--- config.mk ---
export PLATFORM = sky130hd
export DESIGN_NAME = id_ex_stage
export DESIGN_NICKNAME = d
export VERILOG_FILES = /design/src/rtl/id_ex_stage.sv
export SDC_FILE = /design/constraint.sdc
export NUM_CORES = 1
export LEC_CHECK = 0
export ABC_CLOCK_PERIOD_IN_PS = 2500
export BUFFER_PORTS_ARGS = -buffer_cell sky130_fd_sc_hd__buf_2
export CAP_MARGIN = 10
export CELL_PAD_IN_SITES_DETAIL_PLACEMENT = 1
export CELL_PAD_IN_SITES_GLOBAL_PLACEMENT = 1
export CORE_ASPECT_RATIO = 0.6
export CORE_MARGIN = 2
export CORE_UTILIZATION = 24
export CTS_BUF_LIST = sky130_fd_sc_hd__clkbuf_16
export CTS_CLUSTER_SIZE = 12
export DETAILED_ROUTE_END_ITERATION = 10
export PLACE_DENSITY_LB_ADDON = 0.12
export SYNTH_ARGS = -nofsm -noshare
export SYNTH_HDL_FRONTEND = slang
export SYNTH_SLANG_ARGS = --single-unit
--- constraint.sdc ---
create_clock -name clk -period 2.5 [get_ports clk]
set_input_delay 0.125 -clock clk [delete_from_list [all_inputs] [get_ports clk]]
set_output_delay 0.125 -clock clk [all_outputs]
set_load 0.005 [all_outputs]
--- src/rtl/id_ex_stage.sv ---
// ID/EX pipeline register: resolves RAW hazards at the ID->EX boundary and registers ALU operands.
// Build option ID_EX_FWD_EN: when defined, forwards EX/MEM/WB results and stalls only on load-use;
// when undefined, no forwarding muxes are built and any pending producer stalls the consumer.
module id_ex_stage #(
   parameter int XLEN    = 32,
   parameter int RADDR_W = 5
) (
   input  logic               clk,
   input  logic               rst,
   input  logic               id_valid,
   input  logic [XLEN-1:0]    id_pc,
   input  logic [RADDR_W-1:0] id_rs1_addr,
   input  logic [RADDR_W-1:0] id_rs2_addr,
   input  logic               id_rs1_used,
   input  logic               id_rs2_used,
   input  logic [XLEN-1:0]    id_rs1_data,
   input  logic [XLEN-1:0]    id_rs2_data,
   input  logic [XLEN-1:0]    id_imm,
   input  logic [3:0]         id_alu_op,
   input  logic [1:0]         id_op_a_sel,
   input  logic               id_op_b_sel,
   input  logic [RADDR_W-1:0] id_rd_addr,
   input  logic               id_rd_wren,
   input  logic               id_is_load,
   input  logic [XLEN-1:0]    ex_alu_data,
   input  logic [RADDR_W-1:0] mem_rd_addr,
   input  logic               mem_rd_wren,
   input  logic [XLEN-1:0]    mem_data,
   input  logic [RADDR_W-1:0] wb_rd_addr,
   input  logic               wb_rd_wren,
   input  logic [XLEN-1:0]    wb_data,
   input  logic               flush,
   output logic               stall,
   output logic               ex_valid,
   output logic [XLEN-1:0]    op_a,
   output logic [XLEN-1:0]    op_b,
   output logic [3:0]         alu_op,
   output logic [XLEN-1:0]    ex_pc,
   output logic [XLEN-1:0]    ex_store_data,
   output logic [RADDR_W-1:0] ex_rd_addr,
   output logic               ex_rd_wren,
   output logic               ex_is_load
);

   logic               ex_valid_q, ex_valid_d;
   logic [XLEN-1:0]    op_a_q, op_a_d;
   logic [XLEN-1:0]    op_b_q, op_b_d;
   logic [3:0]         alu_op_q, alu_op_d;
   logic [XLEN-1:0]    ex_pc_q, ex_pc_d;
   logic [XLEN-1:0]    ex_store_data_q, ex_store_data_d;
   logic [RADDR_W-1:0] ex_rd_addr_q, ex_rd_addr_d;
   logic               ex_rd_wren_q, ex_rd_wren_d;
   logic               ex_is_load_q, ex_is_load_d;

   logic rs1_ex, rs1_mem, rs1_wb, rs2_ex, rs2_mem, rs2_wb;
   logic stall_c;
   logic [XLEN-1:0] rs1_fwd, rs2_fwd;

   // x0 is hardwired zero, so a zero address never produces a hazard.
   always_comb begin
      rs1_ex  = id_rs1_used && (id_rs1_addr != '0) && ex_valid_q && ex_rd_wren_q
                && (ex_rd_addr_q == id_rs1_addr);
      rs2_ex  = id_rs2_used && (id_rs2_addr != '0) && ex_valid_q && ex_rd_wren_q
                && (ex_rd_addr_q == id_rs2_addr);
      rs1_mem = id_rs1_used && (id_rs1_addr != '0) && mem_rd_wren && (mem_rd_addr == id_rs1_addr);
      rs2_mem = id_rs2_used && (id_rs2_addr != '0) && mem_rd_wren && (mem_rd_addr == id_rs2_addr);
      rs1_wb  = id_rs1_used && (id_rs1_addr != '0) && wb_rd_wren && (wb_rd_addr == id_rs1_addr);
      rs2_wb  = id_rs2_used && (id_rs2_addr != '0) && wb_rd_wren && (wb_rd_addr == id_rs2_addr);
   end

`ifdef ID_EX_FWD_EN
   always_comb begin
      stall_c = id_valid && ex_valid_q && ex_is_load_q && (rs1_ex || rs2_ex);
      rs1_fwd = rs1_ex  ? ex_alu_data :
                rs1_mem ? mem_data    :
                rs1_wb  ? wb_data     : id_rs1_data;
      rs2_fwd = rs2_ex  ? ex_alu_data :
                rs2_mem ? mem_data    :
                rs2_wb  ? wb_data     : id_rs2_data;
   end
`else
   logic unused_fwd;
   assign unused_fwd = ^{ex_alu_data, mem_data, wb_data};

   // Without forwarding the consumer waits until the producer has left WB.
   always_comb begin
      stall_c = id_valid && (rs1_ex || rs1_mem || rs1_wb || rs2_ex || rs2_mem || rs2_wb);
      rs1_fwd = id_rs1_data;
      rs2_fwd = id_rs2_data;
   end
`endif

   // Flush and stall both register a bubble; anything not captured is cleared.
   always_comb begin
      ex_valid_d      = 1'b0;
      op_a_d          = '0;
      op_b_d          = '0;
      alu_op_d        = 4'b0000;
      ex_pc_d         = '0;
      ex_store_data_d = '0;
      ex_rd_addr_d    = '0;
      ex_rd_wren_d    = 1'b0;
      ex_is_load_d    = 1'b0;
      if (!flush && !stall_c && id_valid) begin
         ex_valid_d      = 1'b1;
         case (id_op_a_sel)
            2'b00:   op_a_d = rs1_fwd;
            2'b01:   op_a_d = id_pc;
            default: op_a_d = '0;
         endcase
         op_b_d          = id_op_b_sel ? id_imm : rs2_fwd;
         alu_op_d        = id_alu_op;
         ex_pc_d         = id_pc;
         ex_store_data_d = rs2_fwd;
         ex_rd_addr_d    = id_rd_addr;
         ex_rd_wren_d    = id_rd_wren;
         ex_is_load_d    = id_is_load;
      end
   end

   always_ff @(posedge clk) begin
      if (rst) begin
         ex_valid_q      <= 1'b0;
         op_a_q          <= '0;
         op_b_q          <= '0;
         alu_op_q        <= 4'b0000;
         ex_pc_q         <= '0;
         ex_store_data_q <= '0;
         ex_rd_addr_q    <= '0;
         ex_rd_wren_q    <= 1'b0;
         ex_is_load_q    <= 1'b0;
      end else begin
         ex_valid_q      <= ex_valid_d;
         op_a_q          <= op_a_d;
         op_b_q          <= op_b_d;
         alu_op_q        <= alu_op_d;
         ex_pc_q         <= ex_pc_d;
         ex_store_data_q <= ex_store_data_d;
         ex_rd_addr_q    <= ex_rd_addr_d;
         ex_rd_wren_q    <= ex_rd_wren_d;
         ex_is_load_q    <= ex_is_load_d;
      end
   end

   assign stall         = stall_c;
   assign ex_valid      = ex_valid_q;
   assign op_a          = op_a_q;
   assign op_b          = op_b_q;
   assign alu_op        = alu_op_q;
   assign ex_pc         = ex_pc_q;
   assign ex_store_data = ex_store_data_q;
   assign ex_rd_addr    = ex_rd_addr_q;
   assign ex_rd_wren    = ex_rd_wren_q;
   assign ex_is_load    = ex_is_load_q;

endmodule

==> reports/qor.yml, run 1 <==
grt.met2_usage_pct: 28.44
status: "completed"
tightest_slew_ps: 1014
crit_fanout: 25
gr-usage-met1_pct: 22.59
cts_root_buf: "clkbuf_16"
cp.arrival_ps: 2160
finClkSkew_ps: 6.675
synth_cell_type_count: 20
relSlewSlack_pct: 32.16
period_share_pct: 91.58
cts_buffers: 17
die_width_um: 195.6
hold_violations: 0
cts_hold_buf: 79
grt_pass1_wl_um: 32260
power_density_nw_per_um2: 625.5
io_buffers: 310
core_area_um2: 21810
drtIter0Drc: 148
cts.sinks: 140
hold_class: "in2reg"
via_count: 5413
clock.fmax_ghz: 0.4368
syn_area_um2: 5286
grt_max_degree: 58
drv_slew: 0
startpoint_type: "flip-flop"
yosysWarnings: 0
critPathCaptureType: "primary output"
clk_pin_slew_worst_paths_ps: 60
cp_cell_sequence: "xor2_1 -> nor4_1 -> nand4_1 -> a31oi_4 -> buf_12 -> o21a_1 -> buf_2"
dp.final_hpwl_um: 14580
ys_seq_elements: 140
firstDrtPassIters: 4
dieArea_um2: 23270
syn_nets: 790
grt_overflow_total: 0
top_usage_layer: "met2"
wl_per_cell_um: 17.73
ios: 407
placementRows: 42
initial_core_util_pct: 24.24
fin_crit_ps: 2290
antenna_found_initial: 2
p_leak_uw: 0.004107
cts_resized: 0
ys_seq_area_share_pct: 53.02
area_growth_pct: 60.85
path_class: "reg2out"
grt_pass1_vias: 5887
cts_max_level: 4
grt_setup_unrepaired: "false"
fill_cells: 2563
drive_gt1_share_pct: 41.01
critPathSlowestCell: "dfxtp_1"
dpl_cell_area_um2: 7172
use_met3_pct: 6.004
num-nets-final: 1161
clk_path_buf_depth: 2
ir_drop_mv: 0.4286
gp_routability_congestion: 0.8565
synth_top_area_share_pct: 53.02
finalSetupViolations: 0
tns_ps: 0
cp.required_ps: 2380
drc: 0
yosysTopAreaCell: "dfxtp_1"
maxCapViolations: 0
track_usage_pct: 17.82
clk_latency_ps: 410
via_per_inst: 4.537
die_h_um: 119.0
slowest_delay_ps: 350
stdcell_area_um2: 8503
ant_nets: 0
wl_um: 21150
synth_cells: 524
syn_area_per_cell_um2: 10.09
yosys-top-cells-area: "dfxtp_1 53%, mux2i_1 12%, nor3_1 7.2%, nor4_1 5.9%, nand2_1 5.4%"
post_cts.repair.setup_buffers: 0
cts_tree: "done"
n_antenna_cell: 0
-- stage by stage --
step | hold WS (ps) | std cells | setup WS [ps] | util, % | total power, µW
after floorplan | 243.3 | 524 | 761.1 | - | 2588
after global placement | 350.3 | 1083 | 445.8 | 32.89 | 2872
after detailed placement | 355.8 | 1083 | 423.9 | 32.89 | 2889
after CTS | 0.3731 | 1193 | 155.2 | 38.99 | 5399
after global routing | 23.64 | 1193 | 1.344 | 38.99 | 5539
final | 17.98 | 1193 | 210.4 | 38.99 | 5319
-- critical path, delay by kind of cell, from the launching register on --
kind / cells / cell delay, ps
compound gates: 2 / 380
buf+inv: 2 / 320
flops: 1 / 350
xor+xnor: 1 / 180
simple gates: 2 / 510
-- routing by layer --
metal	share of wire, %	wire [µm]
met1	46	9664
met4	1.6	335
met2	46	9738
met3	6.6	1387
met5	0.10	22
-- state kept, by name, indices dropped and copies added, names as in the netlist --
name and cells:
alu_op 4, ex_rd_addr 5, ex_is_load 1, ex_rd_wren 1, ex_pc 32, ex_valid 1, ex_store_data 32, op_a 32
op_b 32
-- kinds of logic after synthesis --
family                    Yosys count  share of synthesized area (%)
muxes                              64                          12.12
buffers and inverters              52                          4.639
xor gates and xnor gates           30                          4.970
and+or+nand+nor                   233                          24.45
DFF                               140                          53.02
AOI/OAI and AO/OA                   5                         0.8047
-- cell type report --
cell class                      count  area (µm²)  area share (%)
Clock buffer                       17       425.4           5.003
Tap cell                          286       357.8           4.208
Sequential cell                   140        2803           32.96
Timing Repair Buffer              404        2542           29.90
Multi-Input combinational cell    332        2260           26.57
Clock inverter                     14       115.1           1.354
-- cell usage after synthesis --
cell type / instances
nor3_1: 76
or4_1: 2
nand2_1: 76
dfxtp_1: 140
nand2b_1: 1
o21ai_1: 2
a31oi_2: 2
nand4_1: 2
xor2_1: 24
nand3_1: 4
xnor2_1: 6
buf_6: 4
nor4_1: 50
mux2i_1: 64
and2_0: 1
nor4_2: 20
clkbuf_1: 32
nor2_1: 1
o21a_1: 1
buf_2: 16
-- layout by cell type, fill, tap and decap left out --
master,count
buf_2,310
dfxtp_1,140
dlygate4sd3_1,79
nor3_1,76
nand2_1,75
mux2i_1,64
nor4_1,50
xor2_1,24
nor4_2,20
clkbuf_16,17
buf_4,8
buf_12,7
xnor2_1,6
nand3_1,4
inv_1,4
clkinv_1,4
nand4_1,2
or4_1,2
o21ai_1,2
a31oi_4,2
clkinvlp_4,2
clkinv_2,2
bufinv_16,2
o21a_1,1
nor2_1,1
nand2_2,1
and2_2,1
nand2b_1,1
-- worst paths after layout --
path         slack, ps                     start                  endpoint  cells after the start
min reg2reg        950       ex_valid$_SDFF_PP0_  ex_rd_addr[2]$_SDFF_PP0_                      4
max                210  ex_rd_addr[0]$_SDFF_PP0_                     stall                      7
min                 20                 id_imm[4]        op_b[4]$_SDFF_PP0_                      3
max reg2reg        450  ex_rd_addr[0]$_SDFF_PP0_       op_a[24]$_SDFF_PP0_                      7
-- where the power goes --
group,switching [µW],internal (µW),leakage [µW]
clock network,953,1430,0.000273
logic,298,329,0.00270
registers,18.1,2290,0.00114
total,1270,4050,0.00411
Note: power is estimated with default switching activity, not from simulation.
==> run 2: changes to the inputs <==
==> constraint.sdc (replaced) <==
create_clock -name clk -period 2.5 [get_ports clk]
set_input_delay 0.5 -clock clk [delete_from_list [all_inputs] [get_ports clk]]
set_output_delay 0.5 -clock clk [all_outputs]
set_load 0.005 [all_outputs]
==> reports/qor.yml, run 2 (synthesis results as in run 1) <==
via_per_inst: 4.527
fin_crit_ps: 2399
power_uw: 5115
cts_max_level: 4
placementRows: 42
grt_setup_unrepaired: "true"
die_h_um: 119.0
cts_root_buf: "clkbuf_16"
core_area_um2: 21810
layout_common_cells: "310 x buf_2, 138 x dfxtp_1, 76 x nor3_1"
path_class: "reg2out"
p_leak_uw: 0.003791
via_count: 5057
relSlewSlack_pct: 61.10
cp_cell_sequence: "xor2_1 -> nor4_2 -> nand4_1 -> a31oi_4 -> o21a_1 -> buf_2"
maxCapViolations: 0
grt_pass1_vias: 5422
drive_gt1_share_pct: 45.66
hold_path_end: "alu_op[0]$_SDFF_PP0_"
grt_pass1_wl_um: 31400
track_usage_pct: 17.38
rr_worst_depth: 7
wl_um: 20100
tns_ps: 0
placed_cells: 1082
area_growth_pct: 45.96
hold_depth: 3
cp.arrival_ps: 1900
dieArea_um2: 23270
critPathCaptureType: "primary output"
grt_overflow_total: 0
initial_core_util_pct: 24.24
drc: 0
clk_path_buf_depth: 2
hold_class: "in2reg"
fill_cells: 2543
num-nets-final: 1083
critPathSlowestCell: "dfxtp_2"
ir_drop_mv: 0.4404
startpoint_type: "flip-flop"
instances_no_fill: 1117
cts_hold_buf: 0
tightest_slew_ps: 583.5
die_width_um: 195.6
firstDrtPassIters: 4
r2r_slack_ps: 390
cts.sinks: 140
io_buffers: 310
dp.final_hpwl_um: 14460
drtIter0Drc: 110
clk_pin_slew_worst_paths_ps: 60
clock.fmax_ghz: 0.4168
wl_per_cell_um: 17.99
cts_tree: "done"
final_common_cell: "buf_2"
antenna_found_initial: 1
ant_nets: 0
grt_max_degree: 109
ios: 407
hold_violations: 0
cts_buffers: 17
reg2reg_from: "ex_rd_addr[1]$_SDFF_PP0_"
clk_latency_ps: 420
finClkSkew_ps: 9.283
gp_routability_congestion: 0.8709
period_share_pct: 95.96
hold_start: "id_alu_op[0]"
power_density_nw_per_um2: 662.9
crit_fanout: 3
drv_slew: 0
finalSetupViolations: 0
slowest_delay_ps: 340
r2r-end: "op_a[5]$_SDFF_PP0_"
fin_hold_ws_ps: 301.3
cp.required_ps: 2000
status: "completed"
## run 2: cell count changes in the layout (fill, tap and decap cells not counted), sizes merged
| cell | previous run | this run |
|---|---|---|
| buf | 325 | 326 |
| inv | 4 | 5 |
| diode | 0 | 1 |
| clkinv | 6 | 8 |
| bufinv | 2 | 1 |
| clkinvlp | 2 | 1 |
| dlygate4sd3 | 79 | 0 |
## run 2: per-stage QoR
| step | utilization (%) | setup WS [ps] | instance area [µm²] |
|---|---|---|---|
| 6_report | 35.38 | 101.0 | 7716 |
| 5_1_grt | 35.37 | -45.20 | 7714 |
| 4_1_cts | 35.24 | -55.79 | 7686 |
| 3_5_place_dp | 32.85 | 36.53 | 7164 |
| 3_3_place_gp | 32.85 | 42.58 | 7164 |
| 2_1_floorplan | - | 250.8 | 5286 |
## run 2: layout make-up
| type | instances | area (µm²) | share of cell area, % |
|---|---|---|---|
| multi-input combinational | 332 | 2272 | 29.45 |
| sequential | 140 | 2805 | 36.35 |
| antenna | 1 | 2.502 | 0.03243 |
| tap | 286 | 357.8 | 4.638 |
| clock inverter | 15 | 93.84 | 1.216 |
| clock buffer | 17 | 425.4 | 5.513 |
| timing repair buffer | 326 | 1759 | 22.80 |
## run 2: power breakdown
part	total [µW]	internal (µW)	switching (µW)
clock	2280	1330	948
sequential	2310	2290	18.1
combinational	528	250	278
## run 2: layer usage
metal,vias up,part of all wire [%],global-route usage (%),wire (µm)
met2,160,45,27.08,9094
met4,0,1.3,5.296,257
met3,21,7.0,6.117,1404
li1,2441,-,-,-
met1,2435,46,22.57,9342
met5,-,0,0,0
## run 2: how the worst max path moves through the flow
| stage | from | end |
|---|---|---|
| floorplan | id_rs1_addr[3] | stall |
| detailed placement | id_rs1_addr[2] | ex_store_data[4]$_SDFF_PP0_ |
| finish | ex_rd_addr[1]$_SDFF_PP0_ | stall |
| global placement | id_rs1_addr[3] | stall |
| CTS | ex_rd_addr[0]$_SDFF_PP0_ | stall |
| global route | ex_rd_addr[0]$_SDFF_PP0_ | stall |
## run 2: critical path, delay by kind of cell, from the launching register on
kind | cells | cell delay (ps)
AO/OA/AOI/OAI | 2 | 390
XOR/XNOR | 1 | 170
buffers and inverters | 1 | 130
flip-flops | 1 | 340
AND/OR/NAND/NOR | 2 | 470
## run 2: timing repair
item | 4_1_cts | 5_1_grt
setup endpoints to repair | 1 | 1
setup buffers | 0 | 2
pin swaps | 6 | 4
gates resized for setup | 2 | 2
